## config.mk

```make
export PLATFORM = sky130hd
export DESIGN_NAME = mux4_sync
export DESIGN_NICKNAME = d
export VERILOG_FILES = /design/src/rtl/mux4_sync.sv
export SDC_FILE = /design/constraint.sdc
export NUM_CORES = 1
export LEC_CHECK = 0
export ABC_AREA = 1
export BUFFER_PORTS_ARGS = -buffer_cell sky130_fd_sc_hd__clkbuf_2
export CAP_MARGIN = 20
export CORE_AREA = 2 2 39 41
export DETAILED_ROUTE_END_ITERATION = 12
export DIE_AREA = 0 0 41 43
export SLEW_MARGIN = 20
export SYNTH_ARGS = -nofsm -noshare
export SYNTH_HDL_FRONTEND = slang
export SYNTH_SLANG_ARGS = --single-unit
```

## constraint.sdc

```tcl
create_clock -name clk -period 0.8 [get_ports clk]
set_input_delay 0.16 -clock clk [delete_from_list [all_inputs] [get_ports clk]]
set_output_delay 0.16 -clock clk [all_outputs]
set_load 0.05 [all_outputs]
```

## src/rtl/mux4_sync.sv

```systemverilog
// 4:1 mux with a combinational output and a registered, valid-qualified copy.
// Define MUX4_SYNC_HOLD_EN to hold f_q/sel_q on cycles without in_valid.
module mux4_sync #(
    parameter int WIDTH = 2
) (
    input  logic             clk,
    input  logic             rst,
    input  logic [1:0]       sel,
    input  logic [WIDTH-1:0] a,
    input  logic [WIDTH-1:0] b,
    input  logic [WIDTH-1:0] c,
    input  logic [WIDTH-1:0] d,
    input  logic             in_valid,
    output logic [WIDTH-1:0] f,
    output logic [WIDTH-1:0] f_q,
    output logic             f_q_valid,
    output logic [1:0]       sel_q
);

    always_comb begin
        f = a;
        unique case (sel)
            2'b00: f = a;
            2'b01: f = b;
            2'b10: f = c;
            2'b11: f = d;
        endcase
    end

    always_ff @(posedge clk) begin
        if (rst) begin
            f_q       <= '0;
            sel_q     <= 2'b00;
            f_q_valid <= 1'b0;
        end else begin
            f_q_valid <= in_valid;
`ifdef MUX4_SYNC_HOLD_EN
            if (in_valid) begin
                f_q   <= f;
                sel_q <= sel;
            end
`else
            f_q   <= f;
            sel_q <= sel;
`endif
        end
    end

endmodule

```

==> impl_metrics.yaml <==
clock_tree:
  clock_sinks: 5
  root_buffer: "clkbuf_4"
  cts_tree: "yes"
  cts_buffers: 3
  ctsHoldBuffers: 0
  clockBufferDepth: 2
  clk_pin_slew_ps: 40
  cts_max_level: 1
synthesis:
  netlist_area_sq_um: 205
  synth_top_family_by_area: "simple AND/OR/NAND/NOR gates"
  synth_cells: 27
  synth_xor_area_share_pct: 0
  ys_ff_latch: 5
  synthSimpleGateAreaFrac_pct: 42.1
  ys_types: 7
  synthAdderAreaFrac_pct: 0
  synthMuxAreaShare_pct: 0
  synth_area_per_cell_sq_um: 7.60
  synth_nets: 40
  synth_compound_area_share_pct: 0
  seq_area_frac_synth_pct: 48.8
  yosys_warnings: 0
run_status:
  violations: "setup timing"
  status: "finished, violations left"
setup_path:
  critical_path.top_delay_family: "buffers and inverters"
  startpoint: "sel[1]"
  critPathBufInv: 4
  cp_num_cells: 7
  crit_path_end_kind: "output pin"
  cpPeakStageDelay_ps: 170
  required_ps: 640
  crit_type: "in2out"
  crit_path_top_delay_cell: "clkbuf_16"
  critical_path.startpoint_type: "primary input"
  cp_max_fo: 7
  cp.arrival_ps: 870
  cp-endpoint: "f[1]"
  crit_chain: "clkbuf_16, inv_12, nand3_2, nand3_2, nor2_4, clkinvlp_4, clkbuf_16"
placement:
  post-dp-hpwl_microns: 501
  place.gp.congestion: 0.706
  numPortBuffers: 19
drt:
  vias_per_cell: 4.07
  drt-initial-drc-count: 0
  wl_per_cell_microns: 9.83
  detail-route-antenna-nets: 0
  vias: 285
  dr.pass1.iters: 1
  wl_microns: 688
  drc: 0
floorplan:
  die_w_microns: 41
  std_cell_rows: 14
  start_util_pct: 14.8
  core_area_sq_mm: 0.00138
  die_h_microns: 43
  dieArea_sq_mm: 0.00176
  io_pins: 20
power:
  power.density_mw_per_mm2: 1550
  total_power_uw: 914
  peakVddDrop_mv: 0.400
  p_leak_nw: 0.273
layout:
  diodes: 0
  layout_commonest_cell: "clkbuf_2"
  nets: 68
  drive_gt1_share_pct: 87.0
  mostFrequentLayoutCells: "clkbuf_2, nand3_2, buf_8"
  area_delta_synth_final_pct: 188
timing:
  fin_crit_sh_pct: 129
  layout_setup_ws_ps: -228
  slew_violations: 0
  setup_viol: 7
  max_slew_margin_pct: 85.3
  hold_violations: 0
  tightest_slew_ps: 220
  max_freq_mhz: 972
  rsz0062_at_grt: "true"
  tns_ps: -742
  fin_crit_ps: 1030
global_routing:
  antenna_found_initial: 0
  grt_max_degree: 8
  grt-ovfl-total: 0
  grt_pass1_wl_microns: 1060
  grtUsageTotal_pct: 9.43
  grt_pass1_vias: 300
run:
  maxCapViolations: 0
hold_path:
  hold_path.class: "in2reg"
## kinds of logic after synthesis
| kind of cell | Yosys count |
|---|---|
| AND/OR/NAND/NOR | 17 |
| buffers and inverters | 5 |
| flip-flops | 5 |
## tightest hold or removal path, stage by stage
cell      delay [ps]
clkbuf_2          80
inv_1             50
nor2_1            40
## stage by stage
stage | instance area [sq um] | std cells | worst slack, ps | utilization (%) | hold WS, ps
2_1_floorplan | 293 | 27 | -55.5 | - | 231
3_3_place_gp | 423 | 64 | -468 | 30.6 | 356
3_5_place_dp | 423 | 64 | -473 | 30.6 | 356
4_1_cts | 582 | 70 | -230 | 42.0 | 95.2
5_1_grt | 591 | 70 | -270 | 42.7 | 131
6_report | 591 | 70 | -228 | 42.7 | 124
## sequential cells by signal, indices dropped and copies added (netlist names)
register,count
f_q_valid,1
f_q,2
sel_q,2
## report_power, final
group          leakage, nW  switching (mW)  internal, mW  total [mW]
Combinational        0.215           0.183         0.167       0.351
Sequential          0.0430          0.0100         0.269       0.279
Clock               0.0150          0.0962         0.188       0.284
## area by class of cell
cell class	count	area (sq um)
Sequential cell	5	106
Clock buffer	4	26.3
Timing Repair Buffer	23	245
Multi-Input combinational cell	17	146
Inverter	5	46.3
Tap cell	16	20.0
Fill cell	146	793
## timing repair
action	4_1_cts	5_1_grt
endpoints found under the hold margin	0	0
pin swaps	3	0
endpoints found under the setup margin	7	7
setup buffers	2	0
gates resized for setup	25	7
## worst min path at each step
stage | startpoint | to | slack [ps] | depth (start not counted)
after floorplan | rst | sel_q[1] | 230 | 1
after global placement | in_valid | f_q_valid | 360 | 3
after detailed placement | in_valid | f_q_valid | 360 | 3
after CTS | in_valid | f_q_valid | 100 | 3
after global routing | in_valid | f_q_valid | 130 | 3
final | in_valid | f_q_valid | 120 | 3
## synthesized netlist by cell type
master	n	area [sq um]
inv_2	2	7.51
inv_1	3	11.3
nor3b_1	2	15.0
nand3_1	8	40.0
dfxtp_1	5	100
nor2_2	2	12.5
nor2_1	5	18.8
## per-layer routing
metal | wire length [microns] | up-vias | track usage [%]
li1 | - | 141 | -
met1 | 239 | 130 | 6.41
met2 | 381 | 14 | 17.2
met3 | 67 | 0 | 3.66
met4 | 0 | 0 | 8.00
met5 | 0 | - | 0
No activity file was read; power rests on OpenSTA's default activity.
